===== src/rtl/adder_byte_seq.sv =====
`default_nettype none
// ============================================================================
// Module   : adder_byte_seq
// Purpose  : Computes a wide (8*NBYTES-bit) add by stepping one byte pair per
//            cycle through an external 8-bit Adder, LSB first, chaining the
//            carry through an internal register. Requests and results both
//            use valid/ready handshakes.
// Revision : 1.0 - initial release
// ----------------------------------------------------------------------------
// Parameters:
//   NBYTES      number of 8-bit slices per operation (1..8)
// Build option:
//   ADD_BYTE_SEQ_SUB_EN  when defined, iSub=1 selects A - B - iC
//                        (iC acts as borrow-in, oCarry=1 means no borrow).
//                        When undefined the block is add-only and iSub is
//                        ignored.
// Ports:
//   iClk, iRst_n        clock (rising edge), asynchronous active-low reset
//   iValid / oReady     request handshake; iA, iB, iC, iSub sampled on accept
//   oAdd_a/b/c          byte pair and carry driven to the Adder (0 unless RUN)
//   iAdd_sum/iAdd_cout  combinational Adder response
//   oValid / iReady     result handshake; oSum, oCarry held while oValid=1
// ============================================================================
module adder_byte_seq #(
  parameter int NBYTES = 4
) (
  input  logic                  iClk,
  input  logic                  iRst_n,
  input  logic                  iValid,
  output logic                  oReady,
  input  logic [8*NBYTES-1:0]   iA,
  input  logic [8*NBYTES-1:0]   iB,
  input  logic                  iC,
  input  logic                  iSub,
  output logic [7:0]            oAdd_a,
  output logic [7:0]            oAdd_b,
  output logic                  oAdd_c,
  input  logic [7:0]            iAdd_sum,
  input  logic                  iAdd_cout,
  output logic                  oValid,
  input  logic                  iReady,
  output logic [8*NBYTES-1:0]   oSum,
  output logic                  oCarry
);

  // Byte index needs at least one bit even for a single-slice build.
  localparam int c_IDX_W = (NBYTES > 1) ? $clog2(NBYTES) : 1;
  localparam logic [c_IDX_W-1:0] c_LAST_IDX = c_IDX_W'(NBYTES - 1);

  localparam logic [1:0] c_S_IDLE = 2'd0;
  localparam logic [1:0] c_S_RUN  = 2'd1;
  localparam logic [1:0] c_S_DONE = 2'd2;

  logic [1:0]           r_state;
  logic [1:0]           w_stateNext;
  logic [c_IDX_W-1:0]   r_idx;
  logic                 r_carry;
  logic [8*NBYTES-1:0]  r_opA;
  logic [8*NBYTES-1:0]  r_opB;
  logic [8*NBYTES-1:0]  r_sum;
  logic                 r_carryOut;

  logic                 w_accept;
  logic                 w_lastByte;
  logic                 w_initCarry;
  logic [7:0]           w_byteB;

  assign w_accept   = iValid && (r_state == c_S_IDLE);
  assign w_lastByte = (r_idx == c_LAST_IDX);

`ifdef ADD_BYTE_SEQ_SUB_EN
  // Subtraction is A + ~B + ~borrow: invert the B slice and the initial carry.
  logic r_sub;

  assign w_initCarry = iSub ? ~iC : iC;
  assign w_byteB     = r_sub ? ~r_opB[8*r_idx +: 8] : r_opB[8*r_idx +: 8];

  always_ff @(posedge iClk or negedge iRst_n) begin
    if (!iRst_n) begin
      r_sub <= 1'b0;
    end else if (w_accept) begin
      r_sub <= iSub;
    end
  end
`else
  // Add-only build: iSub stays on the port but drives nothing.
  logic w_unusedSub;

  assign w_unusedSub = iSub;
  assign w_initCarry = iC;
  assign w_byteB     = r_opB[8*r_idx +: 8];
`endif

  // --------------------------------------------------------------------------
  // State register
  // --------------------------------------------------------------------------
  always_ff @(posedge iClk or negedge iRst_n) begin
    if (!iRst_n) begin
      r_state <= c_S_IDLE;
    end else begin
      r_state <= w_stateNext;
    end
  end

  // --------------------------------------------------------------------------
  // Next-state logic
  // --------------------------------------------------------------------------
  always_comb begin
    w_stateNext = r_state;
    case (r_state)
      c_S_IDLE: if (iValid)     w_stateNext = c_S_RUN;
      c_S_RUN:  if (w_lastByte) w_stateNext = c_S_DONE;
      // iValid is deliberately ignored here: no same-cycle re-accept.
      c_S_DONE: if (iReady)     w_stateNext = c_S_IDLE;
      default:                  w_stateNext = c_S_IDLE;
    endcase
  end

  // --------------------------------------------------------------------------
  // Output decode; the Adder sees zeros whenever no slice is in flight.
  // --------------------------------------------------------------------------
  always_comb begin
    oReady = 1'b0;
    oValid = 1'b0;
    oAdd_a = 8'd0;
    oAdd_b = 8'd0;
    oAdd_c = 1'b0;
    case (r_state)
      c_S_IDLE: oReady = 1'b1;
      c_S_RUN: begin
        oAdd_a = r_opA[8*r_idx +: 8];
        oAdd_b = w_byteB;
        oAdd_c = r_carry;
      end
      c_S_DONE: oValid = 1'b1;
      default: ;
    endcase
  end

  // --------------------------------------------------------------------------
  // Datapath: operand latch on accept, one result byte per RUN cycle.
  // oSum is not cleared between operations; it is meaningful only in DONE.
  // --------------------------------------------------------------------------
  always_ff @(posedge iClk or negedge iRst_n) begin
    if (!iRst_n) begin
      r_idx      <= '0;
      r_carry    <= 1'b0;
      r_opA      <= '0;
      r_opB      <= '0;
      r_sum      <= '0;
      r_carryOut <= 1'b0;
    end else if (w_accept) begin
      r_opA   <= iA;
      r_opB   <= iB;
      r_carry <= w_initCarry;
      r_idx   <= '0;
    end else if (r_state == c_S_RUN) begin
      r_sum[8*r_idx +: 8] <= iAdd_sum;
      r_carry             <= iAdd_cout;
      if (w_lastByte) begin
        r_carryOut <= iAdd_cout;
      end else begin
        r_idx <= r_idx + 1'b1;
      end
    end
  end

  assign oSum   = r_sum;
  assign oCarry = r_carryOut;

endmodule
`default_nettype wire


===== config.mk =====
export PLATFORM = sky130hd
export DESIGN_NAME = adder_byte_seq
export DESIGN_NICKNAME = d
export VERILOG_FILES = /design/src/rtl/adder_byte_seq.sv
export SDC_FILE = /design/constraint.sdc
export NUM_CORES = 1
export LEC_CHECK = 0
export ABC_AREA = 1
export BUFFER_PORTS_ARGS = -buffer_cell sky130_fd_sc_hd__buf_2
export CAP_MARGIN = 15
export CORE_MARGIN = 2
export CORE_UTILIZATION = 45
export CTS_BUF_LIST = sky130_fd_sc_hd__clkbuf_4 sky130_fd_sc_hd__clkbuf_8 sky130_fd_sc_hd__clkbuf_16
export DETAILED_ROUTE_END_ITERATION = 10
export HOLD_SLACK_MARGIN = 0.03
export PLACE_DENSITY = 0.8
export SLEW_MARGIN = 15
export SYNTH_ARGS = -nofsm -noshare
export SYNTH_HDL_FRONTEND = slang
export SYNTH_SLANG_ARGS = --single-unit
export TNS_END_PERCENT = 100

===== constraint.sdc =====
create_clock -name iClk -period 4.35 [get_ports iClk]
set_input_delay 0.6525 -clock iClk [delete_from_list [all_inputs] [get_ports iClk]]
set_output_delay 0.6525 -clock iClk [all_outputs]
set_load 0.02 [all_outputs]

==> run metrics <==
HP Class=primary input to asynchronous set/reset pin; Leakage=3.14 nW; Layout area overhead=16.4%; wire length on met3=920 um; CTS resizes=0; Syn Area/Cell=7.97 um2; maximum fanout along the worst path=45; pin count of the biggest net entering global routing=130; Metal-1 WL=5180 um; Placed Cells=845; FF-to-FF Start=r_idx[1]$_DFFE_PN0P_; slowest stage cell, crit path=inv_2; vias in the first global route=3909; row cnt=37; drt pass-1 iters=5; sequential fraction of the synthesis area=0.528; grt total ovfl=0; H-tree depth=3; Final Max Tran Viols=0; final setup fails=0; Synth Cell Area=4830 um2; number of synthesized register bits=102; # Max-Cap Violations=0; critical path depth=5; DRC violations left=0; WP data required=3700 ps; Worst Path Buf+Inv=2; Final Critical Period=2600 ps; Syn Nets=690; ANT nets after route=0; Reg clk slew, reported paths=100 ps; Initial Util=0.466; unrepaired setup endpoints after global routing=no; CTS max path bufs=2; met2 WL=5330 um; setup bufs post-CTS=0; Yosys warning count=0; hold_buf cts=0; clk_lat worst skew=370 ps; clock skew=13.9 ps; count of final hold-check violations=0; pwr/cell area=743 nW/um2; CP startpoint kind=register; Slew HR=0.272; fin cells=861; outcome=finished, final reports clean; crit path kind=register to output port; crit path cell chain=inv_2 > nand2_1 > nand3_1 > a21oi_1 > buf_2; setup TNS=0 ps; port bufs=129; drt wl/cell=13.5 um; routed vias/inst=4.82; filler cell count=995; first-pass GRT wire length=19000 um; core footprint=10400 um2; die area=11600 um2; crit end category=output port; Worst-Margin Slew=1090 ps; clk root buf=clkbuf_8; Total GRT Usage=0.210; Synth cell types=24; initial antenna violation count=2; worst path arrival time=1950 ps; top cell family by delay on the critical path=buffers and inverters; die height=108 um; Routed WL=11600 um; R2R depth=5; DP HPWL=7950 um; crit share post-route=0.598; gpl congestion=0.814; Die W=108 um; clock sinks=102; CP max stage delay=610 ps; IO Count=131; Syn Inst Count=606; vias post-DR=4147; Max Used Layer=met5; CTS tree=done; Max IR drop VDD=418 uV; total CTS buffers=9; share of cells above drive strength 1=0.218; NumNets Final=804; DRT iter0 DRCs=215; Critical Path Source=r_idx[0]$_DFFE_PN0P_; Max Fclk=0.385 GHz
[per-stage QoR]
| step | cell area (um2) | utilization | power, mW | hold slack, ps | setup WS, ps |
|---|---|---|---|---|---|
| global placement | 5450 | 0.525 | 3.61 | 459 | 2140 |
| CTS | 5620 | 0.542 | 4.22 | 444 | 1720 |
| floorplan | 4830 | - | 3.12 | 357 | 2380 |
| global route | 5620 | 0.542 | 4.56 | 453 | 1570 |
| detailed placement | 5450 | 0.525 | 3.66 | 459 | 2090 |
| finish | 5620 | 0.542 | 4.18 | 420 | 1750 |
[flip-flops by register name, indices dropped and copies added, names as in the netlist]
name / cells
r_idx: 2
r_opB: 32
oCarry: 1
r_opA: 32
oSum: 32
r_carry: 1
r_state: 2
[worst paths after layout]
kind	end	slack [ps]
worst min-delay path	oCarry$_DFFE_PN0P_	420
worst min register to register	oSum[7]$_DFFE_PN0P_	480
worst max register to register	oSum[1]$_DFFE_PN0P_	2130
max in group asynchronous	r_opB[20]$_DFFE_PN0P_	2940
min in group iClk	r_state[1]$_DFFE_PN0P_	470
worst max-delay path	oAdd_b[2]	1750
[cell usage after synthesis, drive strengths merged]
library cell,instances,share of area
o31ai,1,0.0016
nand2,231,0.18
clkbuf,7,0.0054
clkinv,1,0.00078
nand3,45,0.048
buf,22,0.041
o21ai,75,0.078
nor2,16,0.019
a21oi,16,0.017
ha,5,0.013
dfrtp,102,0.53
nand4,1,0.0013
inv,84,0.066
[cell families after synthesis]
family / count (synthesis) / share of synthesized area
AND/OR/NAND/NOR: 293 / 0.250
buffers and inverters: 114 / 0.113
flip-flops: 102 / 0.528
AO/OA/AOI/OAI: 92 / 0.0958
adder cells (fa/ha/maj): 5 / 0.0130
[per-layer routing]
layer,global-route usage,vias to the layer above
met5,0,-
li1,-,2094
met2,0.326,139
met4,0.0586,2
met3,0.0563,20
met1,0.291,1892
[cell type report]
| type | count | area, um2 | share of cell area |
|---|---|---|---|
| clock inverters | 4 | 33.8 | 0.00601 |
| repair buffers | 132 | 671 | 0.119 |
| flip-flops and latches | 102 | 2550 | 0.454 |
| inverters | 85 | 322 | 0.0572 |
| diodes | 1 | 2.50 | 0.000445 |
| multi-input cells | 390 | 1730 | 0.308 |
| well taps | 136 | 170 | 0.0303 |
| clock buffers | 11 | 139 | 0.0247 |
[cell usage in the layout, fill, tap and decap left out, drive strengths merged]
cell type  synthesis  routed
diode              0       1
o21ai             75      75
clkinvlp           0       1
ha                 5       5
nand3             45      45
nor2              16      16
o31ai              1       1
nand4              1       1
a21oi             16      16
clkinv             1       3
dfrtp            102     102
clkbuf             7      11
buf               22     132
nand2            231     231
inv               84      85
[report_power, final]
group          internal [mW]  total (mW)  switching, mW
sequential              1.37        1.53          0.161
clock                  0.222       0.548          0.326
combinational          0.645        2.10           1.45
Power figures use the tool's default switching activity.
